**src/rtl/sap_defs_pkg.sv**
```systemverilog
// Shared SAP-1 definitions: opcodes, one-hot T-states and control-word bit indices.
package sap_defs;

  // Opcode nibbles (IR upper nibble)
  localparam logic [3:0] OP_LDA = 4'b0000;
  localparam logic [3:0] OP_ADD = 4'b0001;
  localparam logic [3:0] OP_SUB = 4'b0010;
  localparam logic [3:0] OP_OUT = 4'b1110;
  localparam logic [3:0] OP_HLT = 4'b1111;

  // One-hot T-states, bit0 = T1
  localparam logic [5:0] T1 = 6'b000001;
  localparam logic [5:0] T2 = 6'b000010;
  localparam logic [5:0] T3 = 6'b000100;
  localparam logic [5:0] T4 = 6'b001000;
  localparam logic [5:0] T5 = 6'b010000;
  localparam logic [5:0] T6 = 6'b100000;

  // Control-word bit indices
  localparam int unsigned CW_W        = 12;
  localparam int unsigned CW_PC_INC   = 0;
  localparam int unsigned CW_PC_OUT   = 1;
  localparam int unsigned CW_MAR_LOAD = 2;
  localparam int unsigned CW_RAM_OUT  = 3;
  localparam int unsigned CW_IR_LOAD  = 4;
  localparam int unsigned CW_IR_OUT   = 5;
  localparam int unsigned CW_A_LOAD   = 6;
  localparam int unsigned CW_A_OUT    = 7;
  localparam int unsigned CW_ALU_SUB  = 8;
  localparam int unsigned CW_ALU_OUT  = 9;
  localparam int unsigned CW_B_LOAD   = 10;
  localparam int unsigned CW_OUT_LOAD = 11;

  typedef logic [CW_W-1:0] ctrl_word_t;

endpackage

```
**src/rtl/t_state_ring_counter.sv**
```systemverilog
// Six-bit one-hot T-state ring. clear and restart both return to T1; hold freezes the ring.
module t_state_ring_counter
  import sap_defs::*;
(
  input  logic       clk,
  input  logic       clear,
  input  logic       hold,
  input  logic       restart,
  output logic [5:0] t
);

  logic [5:0] t_q;

  // Ring advance with synchronous clear; clear beats hold, hold beats restart
  always_ff @(posedge clk) begin
    if (clear) begin
      t_q <= T1;
    end else if (hold) begin
      t_q <= t_q;
    end else if (restart) begin
      t_q <= T1;
    end else begin
      t_q <= {t_q[4:0], t_q[5]};
    end
  end

  assign t = t_q;

endmodule

```
**src/rtl/control_sequencer.sv**
```systemverilog
// SAP-1 control sequencer: one-hot T-state ring plus opcode decode into the control word.
// Optional build macro SEQ_VAR_CYCLE_EN shortens LDA/OUT/NOP machine cycles by restarting
// the ring at T1 after the last active T-state; without it every instruction takes 6 states.
module control_sequencer
  import sap_defs::*;
#(
  parameter int unsigned OP_W          = 4,
  parameter bit          HALT_ON_UNDEF = 1'b0
) (
  input  logic            clk,
  input  logic            clear,
  input  logic [OP_W-1:0] opcode,
  input  logic            prog_mode,
  output logic [5:0]      t_state,
  output logic            pc_inc,
  output logic            pc_out,
  output logic            mar_load,
  output logic            ram_out,
  output logic            ir_load,
  output logic            ir_out,
  output logic            a_load,
  output logic            a_out,
  output logic            alu_sub,
  output logic            alu_out,
  output logic            b_load,
  output logic            out_load,
  output logic            halt
);

  logic [5:0] ring_t;
  logic       halt_q;
  logic       restart;
  logic       is_lda, is_add, is_sub, is_out, is_hlt, is_undef, halt_op;
  ctrl_word_t cw;

  // Opcode class decode
  always_comb begin
    is_lda   = (opcode == OP_W'(OP_LDA));
    is_add   = (opcode == OP_W'(OP_ADD));
    is_sub   = (opcode == OP_W'(OP_SUB));
    is_out   = (opcode == OP_W'(OP_OUT));
    is_hlt   = (opcode == OP_W'(OP_HLT));
    is_undef = !(is_lda || is_add || is_sub || is_out || is_hlt);
    halt_op  = is_hlt || (HALT_ON_UNDEF && is_undef);
  end

  // Early return to T1 once the instruction has no more work to do
  always_comb begin
    restart = 1'b0;
`ifdef SEQ_VAR_CYCLE_EN
    if (ring_t == T5 && is_lda) restart = 1'b1;
    if (ring_t == T4 && (is_out || (is_undef && !halt_op))) restart = 1'b1;
`endif
  end

  t_state_ring_counter u_ring (
    .clk     (clk),
    .clear   (clear),
    .hold    (prog_mode | halt_q),
    .restart (restart),
    .t       (ring_t)
  );

  // HALT is entered from T4 of a halting opcode and left only through clear
  always_ff @(posedge clk) begin
    if (clear) begin
      halt_q <= 1'b0;
    end else if (!prog_mode && ring_t == T4 && halt_op) begin
      halt_q <= 1'b1;
    end
  end

  // Control word decode from the registered T-state and the current opcode
  always_comb begin
    cw = '0;
    if (!clear && !prog_mode && !halt_q) begin
      unique case (ring_t)
        T1: begin
          cw[CW_PC_OUT]   = 1'b1;
          cw[CW_MAR_LOAD] = 1'b1;
        end
        T2: cw[CW_PC_INC] = 1'b1;
        T3: begin
          cw[CW_RAM_OUT] = 1'b1;
          cw[CW_IR_LOAD] = 1'b1;
        end
        T4: begin
          if (is_lda || is_add || is_sub) begin
            cw[CW_IR_OUT]   = 1'b1;
            cw[CW_MAR_LOAD] = 1'b1;
          end else if (is_out) begin
            cw[CW_A_OUT]    = 1'b1;
            cw[CW_OUT_LOAD] = 1'b1;
          end
        end
        T5: begin
          if (is_lda) begin
            cw[CW_RAM_OUT] = 1'b1;
            cw[CW_A_LOAD]  = 1'b1;
          end else if (is_add || is_sub) begin
            cw[CW_RAM_OUT] = 1'b1;
            cw[CW_B_LOAD]  = 1'b1;
            cw[CW_ALU_SUB] = is_sub;
          end
        end
        T6: begin
          if (is_add || is_sub) begin
            cw[CW_ALU_OUT] = 1'b1;
            cw[CW_A_LOAD]  = 1'b1;
            cw[CW_ALU_SUB] = is_sub;
          end
        end
        default: cw = '0;
      endcase
    end
  end

  // halt is visible combinationally in T4 of HLT so it covers the whole T4 state
  assign halt    = !clear && (halt_q || (ring_t == T4 && halt_op));
  assign t_state = halt_q ? 6'b000000 : ring_t;

  assign pc_inc   = cw[CW_PC_INC];
  assign pc_out   = cw[CW_PC_OUT];
  assign mar_load = cw[CW_MAR_LOAD];
  assign ram_out  = cw[CW_RAM_OUT];
  assign ir_load  = cw[CW_IR_LOAD];
  assign ir_out   = cw[CW_IR_OUT];
  assign a_load   = cw[CW_A_LOAD];
  assign a_out    = cw[CW_A_OUT];
  assign alu_sub  = cw[CW_ALU_SUB];
  assign alu_out  = cw[CW_ALU_OUT];
  assign b_load   = cw[CW_B_LOAD];
  assign out_load = cw[CW_OUT_LOAD];

endmodule
```
**config.mk**
```make
export PLATFORM = sky130hd
export DESIGN_NAME = control_sequencer
export DESIGN_NICKNAME = d
export VERILOG_FILES = /design/src/rtl/sap_defs_pkg.sv /design/src/rtl/t_state_ring_counter.sv /design/src/rtl/control_sequencer.sv
export SDC_FILE = /design/constraint.sdc
export NUM_CORES = 1
export LEC_CHECK = 0
export BUFFER_PORTS_ARGS = -buffer_cell sky130_fd_sc_hd__buf_4
export CAP_MARGIN = 20
export CORE_MARGIN = 1
export CORE_UTILIZATION = 30
export DETAILED_ROUTE_END_ITERATION = 10
export PLACE_DENSITY_LB_ADDON = 0.05
export SLEW_MARGIN = 20
export SYNTH_ARGS = -nofsm -noshare
export SYNTH_HDL_FRONTEND = slang
export SYNTH_HIERARCHICAL = 1
export SYNTH_SLANG_ARGS = --single-unit
```
**constraint.sdc**
```tcl
create_clock -name clk -period 4.3 [get_ports clk]
set_input_delay 1.29 -clock clk [delete_from_list [all_inputs] [get_ports clk]]
set_output_delay 1.29 -clock clk [all_outputs]
set_load 0.02 [all_outputs]
```
==> results of run 1 <==
-- synthesized netlist by cell type, drive strengths merged (2+ instances only) --
library cell	number	area, um2
o32ai	5	43.8
buf	2	12.5
nor4	3	18.8
clkbuf	2	8.75
nor2	8	30.0
nor2b	6	37.5
nand2	10	37.5
nand2b	2	12.5
a21oi	3	15.0
or2	3	21.3
nand3b	2	15.0
dfxtp	7	140
inv	8	30.0
nor3	3	15.0
-- routing by layer --
metal | track usage [%] | routed length, um
met1 | 19.7 | 682
met2 | 24.1 | 694
met5 | 0 | 0
met4 | 7.88 | 23
met3 | 1.20 | 40
-- state kept, by name, summed over array words and instances, names as in the netlist --
register  cells
halt_q        1
u_ring/t      6
-- area by class of cell --
| cell class | count | area, um2 | share of cell area [%] |
|---|---|---|---|
| Timing Repair Buffer | 25 | 188 | 24.2 |
| Inverter | 8 | 30.0 | 3.87 |
| Clock buffer | 4 | 26.3 | 3.39 |
| Tap cell | 25 | 31.3 | 4.03 |
| Sequential cell | 7 | 140 | 18.1 |
| Multi-Input combinational cell | 61 | 360 | 46.5 |
-- critical path: stages --
cell	delay [ps]
buf_4	120
a211oi_1	350
nand3b_1	110
a2111oi_0	430
buf_4	220
-- cell families (layout without fill, tap and decap cells) --
logic type,Yosys count,count (layout)
AO/OA/AOI/OAI,14,14
XOR/XNOR,1,1
buffers and inverters,12,37
flip-flops,7,7
other,1,2
AND/OR/NAND/NOR,44,44
-- where the power goes --
part,internal (uW),leakage (uW),switching (uW)
registers,66.3,0.0000568,2.31
clock network,35.5,0.0000150,25.2
logic,12.5,0.000249,16.5
-- through the flow --
step | total power [uW] | std cells | hold slack, ps | utilization, %
global route | 165 | 130 | 578 | 44.9
detailed placement | 98.8 | 126 | 545 | 43.4
CTS | 161 | 130 | 554 | 44.9
finish | 158 | 130 | 555 | 44.9
global placement | 98.7 | 126 | 554 | 43.4
floorplan | 86.2 | 80 | 467 | -
-- how the worst max path moves through the flow --
stage | startpoint | to | slack, ps | cells past startpoint
after CTS | opcode[1] | ram_out | 440 | 5
after global routing | opcode[1] | ram_out | 350 | 5
after detailed placement | opcode[1] | ram_out | 450 | 5
after global placement | opcode[1] | ram_out | 460 | 5
after floorplan | opcode[1] | ram_out | 210 | 3
final | opcode[1] | ram_out | 490 | 5
==> metrics.csv, run 1 <==
metric,value,unit
status,completed,
dpl hpwl,1.07,mm
total leakage power,0.000321,uW
dpl ws,450,ps
clock net sink count,7,
drt drc,0,
Pre-antenna DRT Iters,4,
H-tree levels,1,
routed wire length per instance,11.1,um
placed cell area,749,um2
remaining antenna violation count,0,
WP data required,3010,ps
I/O pins,26,
RSZ-0062 raised after global routing,no,
main combinational cell family by area after synthesis,simple AND/OR/NAND/NOR gates,
Final GP Congestion,0.749,
reg2reg setup slack,2980,ps
Total GRT Usage,14.9,%
Post-CTS Resized,0,
worst vdd ir,122,uV
hold depth,2,
Worst-path clk slew,50,ps
die height,44.7,um
synthesized area,548,um2
Max Cap Violations,0,
mean area per synthesized cell,6.94,um2
Max Transition Viols Final,0,
"critical path fanouts, max",5,
GRT overflow,0,
register area share after synthesis,25.6,%
number of buffers created by CTS,3,
setup slack after layout,489,ps
Post-Synth Adder-Cell Area,0,%
Synth Area in Compound Gates,18.9,%
Fillers,187,
Setup Buffers After CTS,0,
crit start category,input port,
Root Driver,clkbuf_4,
diode count,0,
"most common cell after layout, fill and taps aside",buf_4,
Hold Path Sink,u_ring/t[0],
routed via count,644,
Vias/cell,4.95,
first-pass GRT wire length,2.24,mm
fin crit share,88.6,%
DIE WIDTH,44.7,um
P per Cell Area,204,nW/um2
pin count of the biggest net entering global routing,13,
Worst R2R End,u_ring/t[0],
WL final,1.44,mm
Mapped Cells,79,
minimum clock period,3810,ps
"Warnings, synthesis",6,
PortBufs,25,
CTS tree,yes,
"Primary FF master, synth",dfxtp_1,
layout cells sized above 1,29.5,%
mux cell area share after synthesis,0,%
antenna violations before repair,0,
most frequent cells in the layout,"buf_4 (25), nand2_1 (10), inv_1 (8), nor2_1 (8), dfxtp_1 (7)",
worst r2r src,halt_q,
"Area growth, synth to finish",41.6,%
core area,1730,um2
Netlist cell types,32,
Setup TNS Final,0,ps
die area,2000,um2
XOR/XNOR share of the synthesized area,1.60,%
Final Hold Vio Count,0,
final setup vio count,0,
CTS Buffer Depth,2,
worst-skew pair later-pin latency,250,ps
fmax,262,MHz
Crit. End Element,primary output,
vias in the first global route,513,
"Hold-fix buffers, CTS",0,
share of flip-flops with an asynchronous set or reset,0,%
hold_sp,u_ring/t[0],
Worst Path Arrival,2520,ps
site row count,15,
initial core utilization,31.7,%
Initial DRC Count,8,
"flops & latches, synth",7,
HP Class,flip-flop to flip-flop,
Setup CP Type,input port to primary output,
Clock Skew,3.73,ps
Layout Nets,113,
number of synthesized flops with an enable pin,0,
r2r worst-path depth,3,
Synth Area in Simple Gates,43.8,%
post-route cell area,776,um2
No activity file was read; power rests on OpenSTA's default activity.
==> run 2: changes to the inputs <==
- ABC_AREA: default -> 1
- CORE_UTILIZATION: 30 -> 45
- SETUP_SLACK_MARGIN: default -> 0.5
==> metrics.csv, run 2 <==
metric,value,unit,change
status,completed,,unchanged
"critical path fanouts, max",13,,was 5
most frequent cells in the layout,"buf_4 (25), nor2_1 (22), nand2_1 (21)",,"was buf_4 (25), nand2_1 (10), inv_1 (8), nor2_1 (8), dfxtp_1 (7)"
RSZ-0062 raised after global routing,no,,unchanged
hold_sp,u_ring/t[2],,was u_ring/t[0]
Worst Path Arrival,2190,ps,was 2520 ps
number of synthesized flops with an enable pin,0,,unchanged
CTS Buffer Depth,2,,unchanged
register area share after synthesis,22.0,%,was 25.6%
Initial DRC Count,11,,was 8
Max Transition Viols Final,0,,unchanged
crit path cell chain,buf_4 > inv_1 > nand2_4 > nor2_8 > nand2_1 > nor3_2 > buf_4,,was buf_4 > a211oi_1 > nand3b_1 > a2111oi_0 > buf_4
Total GRT Usage,20.4,%,was 14.9%
layout cells sized above 1,30.4,%,was 29.5%
GRT overflow,0,,unchanged
Clock Skew,3.63,ps,was 3.73 ps
number of buffers created by CTS,3,,unchanged
antenna violations before repair,0,,unchanged
fin crit share,81.0,%,was 88.6%
Most Frequent Cell on Critical Path,buf_4,,unchanged
Final Hold Vio Count,0,,unchanged
Max Cap Violations,0,,unchanged
remaining antenna violation count,0,,unchanged
worst r2r src,u_ring/t[4],,was halt_q
diode count,0,,unchanged
Worst-path clk slew,50,ps,about the same
final setup vio count,0,,unchanged
Setup TNS Final,0,ps,unchanged
worst vdd ir,157,uV,was 122 uV
drt drc,0,,unchanged
max reg flops,6,,unchanged
Vias/cell,4.70,,was 4.95
WP data required,3010,ps,about the same
core area,1320,um2,was 1730 um2
Synth area leader,dfxtp_1,,unchanged
"Largest stage delay, worst path",170,ps,was 430 ps
minimum clock period,3480,ps,was 3810 ps
Root Driver,clkbuf_4,,unchanged
share of flip-flops with an asynchronous set or reset,0,%,unchanged
H-tree levels,1,,unchanged
GR Util met3,3.98,%,was 1.20%
Final GP Congestion,0.692,,was 0.749
PortBufs,25,,unchanged
Setup Buffers After CTS,0,,unchanged
"non-filler cells, final",150,,was 130
clock net sink count,7,,unchanged
GRT met1 Usage,24.7,%,was 19.7%
total leakage power,0.000472,uW,was 0.000321 uW
fmax,287,MHz,was 262 MHz
Pre-antenna DRT Iters,4,,unchanged
site row count,13,,was 15
Netlist cell types,24,,was 32
"Area growth, synth to finish",34.1,%,was 41.6%
worst-skew pair later-pin latency,240,ps,was 250 ps
initial core utilization,48.4,%,was 31.7%
DIE WIDTH,39.7,um,was 44.7 um
Mapped Cells,107,,was 79
"Primary FF master, synth",dfxtp_1,,unchanged
synth cell count leaders,"nor2_1 (22), nand2_1 (21), inv_1 (19)",,"was nand2_1 (10), inv_1 (8), nor2_1 (8)"
I/O pins,26,,unchanged
"flops & latches, synth",7,,unchanged
synthesized area,638,um2,was 548 um2
routed wire length per instance,9.25,um,was 11.1 um
most frequent cell after synthesis,nor2_1,,was nand2_1
mean area per synthesized cell,5.96,um2,was 6.94 um2
"Hold-fix buffers, CTS",0,,unchanged
CTS tree,yes,,unchanged
vias in the first global route,524,,was 513
Setup CP Type,input port to primary output,,unchanged
share of the synthesized area in the top cell type,22.0,%,was 25.6%
dpl cells,146,,was 126
routed via count,705,,was 644
Crit. End Element,primary output,,unchanged
Layout Nets,143,,was 113
grt peak-use layer,met2,,unchanged
Fillers,127,,was 187
Post-CTS Resized,0,,unchanged
die height,39.7,um,was 44.7 um
HP Class,flip-flop to flip-flop,,unchanged
"Warnings, synthesis",6,,unchanged
WL final,1.39,mm,was 1.44 mm
P per Cell Area,214,nW/um2,was 204 nW/um2
crit start category,input port,,unchanged
largest cells by area after synthesis,"dfxtp_1 (22%), nor2_1 (13%), nand2_1 (12%)",,"was dfxtp_1 (26%), o32ai_1 (8.0%), nand2_1 (6.8%)"
die area,1570,um2,was 2000 um2
pin count of the biggest net entering global routing,14,,was 13
"most common cell after layout, fill and taps aside",buf_4,,unchanged
met2 usage,33.6,%,was 24.1%
dpl hpwl,1.14,mm,was 1.07 mm
"Slowest-stage cell, CP",nor2_8,,was a2111oi_0
"Core Util, Final",65.0,%,was 44.9%
first-pass GRT wire length,2.15,mm,was 2.24 mm
worst setup path start,prog_mode,,was opcode[1]
==> run 2: cell count changes after synthesis, moves of 5 or more <==
| cell | delta |
|---|---|
| a21oi_1 | +5 |
| inv_1 | +11 |
| nand2_1 | +11 |
| nand3_1 | +5 |
| nor2_1 | +14 |
| nor2b_1 | -6 |
| o32ai_1 | -5 |
==> run 2: area by class of cell <==
type                       count  area [um2]  area share, %
sequential                     7         140           16.4
timing repair buffer          25         188           21.9
tap                           15        18.8           2.19
multi-input combinational     78         390           45.6
inverter                      21        92.6           10.8
clock buffer                   4        26.3           3.07
==> run 2: metal layers <==
layer,wire [um],part of all wire [%],vias to the layer above
met2,690,50,27
met3,97,7.0,2
li1,-,-,382
met5,0,0,-
met4,12,0.87,0
met1,586,42,294
==> run 2: cell families after synthesis <==
logic type | synth area share [%]
buffers and inverters | 17.5
other | 0.588
AOI/OAI and AO/OA | 9.02
DFF | 22.0
and+or+nand+nor | 51.0
==> run 2: final timing paths <==
check	endpoint	depth (start not counted)	slack, ps
setup / recovery	a_out	7	820
hold / removal	u_ring/t[2]	4	570
setup reg to reg	halt_q	5	3250
hold reg to reg	u_ring/t[2]	4	570
==> run 2: power by group <==
part | leakage, uW | internal [uW] | switching [uW]
registers | 0.0000577 | 68.7 | 5.45
clock network | 0.0000150 | 35.2 | 21.1
logic | 0.000399 | 21.3 | 31.2
==> run 2: stage by stage <==
stage	hold slack [ps]	power, uW	instance area (um2)	worst slack, ps
detailed placement	558	128	830	801
finish	570	183	856	816
global route	622	196	856	702
global placement	550	127	830	831
CTS	567	186	856	803
floorplan	503	110	642	805
==> run 2: critical path, delay by kind of cell <==
family / cells / cell delay (ps)
buffers and inverters: 3 / 370
AND/OR/NAND/NOR: 4 / 520
==> run 3: changes to the inputs <==
- CORE_UTILIZATION: 45 -> 41
- clock period: 4.3 -> 2.9 ns (I/O delays scaled with it)
==> metrics.csv, run 3 (synthesis gave the netlist of run 2 again) <==
metric,value,unit,change
status,completed,,unchanged
Net Sw Power,101,uW,was 57.7 uW
Root Driver,clkbuf_4,,unchanged
P per Cell Area,291,nW/um2,was 214 nW/um2
hold depth,2,,was 4
CTS Buffer Depth,2,,unchanged
initial core utilization,46.7,%,was 48.4%
antenna violations before repair,0,,unchanged
Setup TNS Final,0,ps,unchanged
Layout Nets,147,,was 143
switching share of power,33.9,%,was 31.6%
hold_sp,u_ring/t[2],,unchanged
Clock Skew,2.57,ps,was 3.63 ps
Final Hold Vio Count,0,,unchanged
fin crit share,86.3,%,
WL final,1.56,mm,was 1.39 mm
vias in the first global route,652,,was 524
dpl hpwl,1.17,mm,was 1.14 mm
I/O pins,26,,unchanged
"Power, Total",299,uW,was 183 uW
site row count,13,,unchanged
"Slowest-stage cell, CP",or2_4,,was nor2_8
die height,41.5,um,was 39.7 um
setup slack after layout,396,ps,was 816 ps
first-pass GRT wire length,2.60,mm,was 2.15 mm
DIE WIDTH,41.5,um,was 39.7 um
Worst Path Arrival,1630,ps,was 2190 ps
Max Transition Viols Final,0,,unchanged
"most common cell after layout, fill and taps aside",nor2_1,,was buf_4
H-tree levels,1,,unchanged
total leakage power,0.000536,uW,was 0.000472 uW
Levels on crit path,6,,was 7
worst-skew pair later-pin latency,250,ps,was 240 ps
Logic pwr share,33.8,%,was 28.7%
die area,1720,um2,was 1570 um2
dpl ws,237,ps,was 801 ps
Initial DRC Count,11,,unchanged
minimum clock period,2500,ps,
drt drc,0,,unchanged
Worst-path clk slew,50,ps,about the same
register share of total power,36.8,%,was 40.5%
dpl cells,146,,unchanged
"non-filler cells, final",154,,was 150
Total GRT Usage,19.5,%,was 20.4%
routed via count,742,,was 705
GRT overflow,0,,unchanged
PortBufs,25,,unchanged
"Largest stage delay, worst path",250,ps,was 170 ps
Vias/cell,4.82,,was 4.70
number of buffers created by CTS,3,,unchanged
remaining antenna violation count,0,,unchanged
Hold Slack,544,ps,was 570 ps
worst setup path start,opcode[0],,was prog_mode
fmax,399,MHz,
internal power,197,uW,was 125 uW
Setup CP Type,input port to primary output,,unchanged
most frequent cells in the layout,"nor2_1 (19), buf_4 (18), inv_1 (17)",,"was buf_4 (25), nor2_1 (22), nand2_1 (21)"
CTS tree,yes,,unchanged
clock net sink count,7,,unchanged
RSZ-0062 raised after global routing,yes,,was no
r2r worst-path depth,7,,was 5
crit path cell chain,buf_4 > or2_4 > nor3_2 > nand3_1 > nand2_1 > buf_6,,was buf_4 > inv_1 > nand2_4 > nor2_8 > nand2_1 > nor3_2 > buf_4
Crit. End Element,primary output,,unchanged
WP data required,2030,ps,was 3010 ps
routed wire length per instance,10.1,um,was 9.25 um
pin count of the biggest net entering global routing,13,,was 14
Crit path max-delay family,simple AND/OR/NAND/NOR gates,,unchanged
crit start category,input port,,unchanged
core area,1370,um2,was 1320 um2
Max Cap Violations,0,,unchanged
Pre-antenna DRT Iters,4,,unchanged
layout cells sized above 1,41.7,%,was 30.4%
WP buf/inv,2,,was 3
Clk pwr share,29.4,%,was 30.8%
worst r2r src,halt_q,,was u_ring/t[4]
diode count,0,,unchanged
"Area growth, synth to finish",60.6,%,was 34.1%
worst vdd ir,254,uV,was 157 uV
final setup vio count,0,,unchanged
"critical path fanouts, max",3,,was 13
Final GP Congestion,0.792,,was 0.692
max reg flops,6,,unchanged
HP Class,flip-flop to flip-flop,,unchanged
==> run 3: cell count changes in the layout (fill, tap and decap cells not counted), sizes merged <==
| cell | delta |
|---|---|
| buf | +3 |
| nor2 | +1 |
==> run 3: worst reg2reg max path: stages (launching register included) <==
cell and delay (ps):
dfxtp_1 480, inv_2 120, nand2_8 110, buf_4 110, buf_4 170, nand2_2 70, nand2_1 50, nor2_1 40
==> run 3: cell type report <==
class	count	area, um2
Timing Repair Buffer	28	260
Fill cell	111	342
Inverter	21	109
Multi-Input combinational cell	79	470
Tap cell	15	18.8
Sequential cell	7	140
Clock buffer	4	26.3
==> run 3: path summary, 6_finish.rpt <==
check | to | slack (ps)
hold / removal | u_ring/t[3] | 540
setup / recovery | a_load | 400
hold reg to reg | u_ring/t[3] | 540
setup reg to reg | u_ring/t[1] | 1630
==> run 3: repair_timing <==
item                                    CTS  global route
cloned                                    1             0
resized for setup                        21             6
pin swaps                                 7             1
buffers inserted                          2             1
endpoints found under the setup margin   13            13
hold buffers                              0             0
==> run 3: metal layers <==
layer | vias to the layer above | routed length, um | GRT usage [%]
met5 | - | 0 | 0
met4 | 0 | 33 | 13.5
met3 | 3 | 101 | 4.78
met2 | 33 | 799 | 30.6
met1 | 316 | 626 | 23.1
li1 | 390 | - | -
==> run 3: power by group through the flow <==
stage | clock [uW] | combinational (uW) | sequential (uW)
final | 87.8 | 101 | 110
after global routing | 98.8 | 110 | 111
after CTS | 90.3 | 95.5 | 110
after detailed placement | 0 | 83.3 | 112
after global placement | 0 | 81.7 | 112
after floorplan | 0 | 57.5 | 110
==> run 3: metrics by stage <==
stage | instance area (um2) | util [%]
after floorplan | 683 | -
after global placement | 867 | 63.5
after detailed placement | 867 | 63.5
after CTS | 991 | 72.5
after global routing | 1020 | 75.0
final | 1020 | 75.0
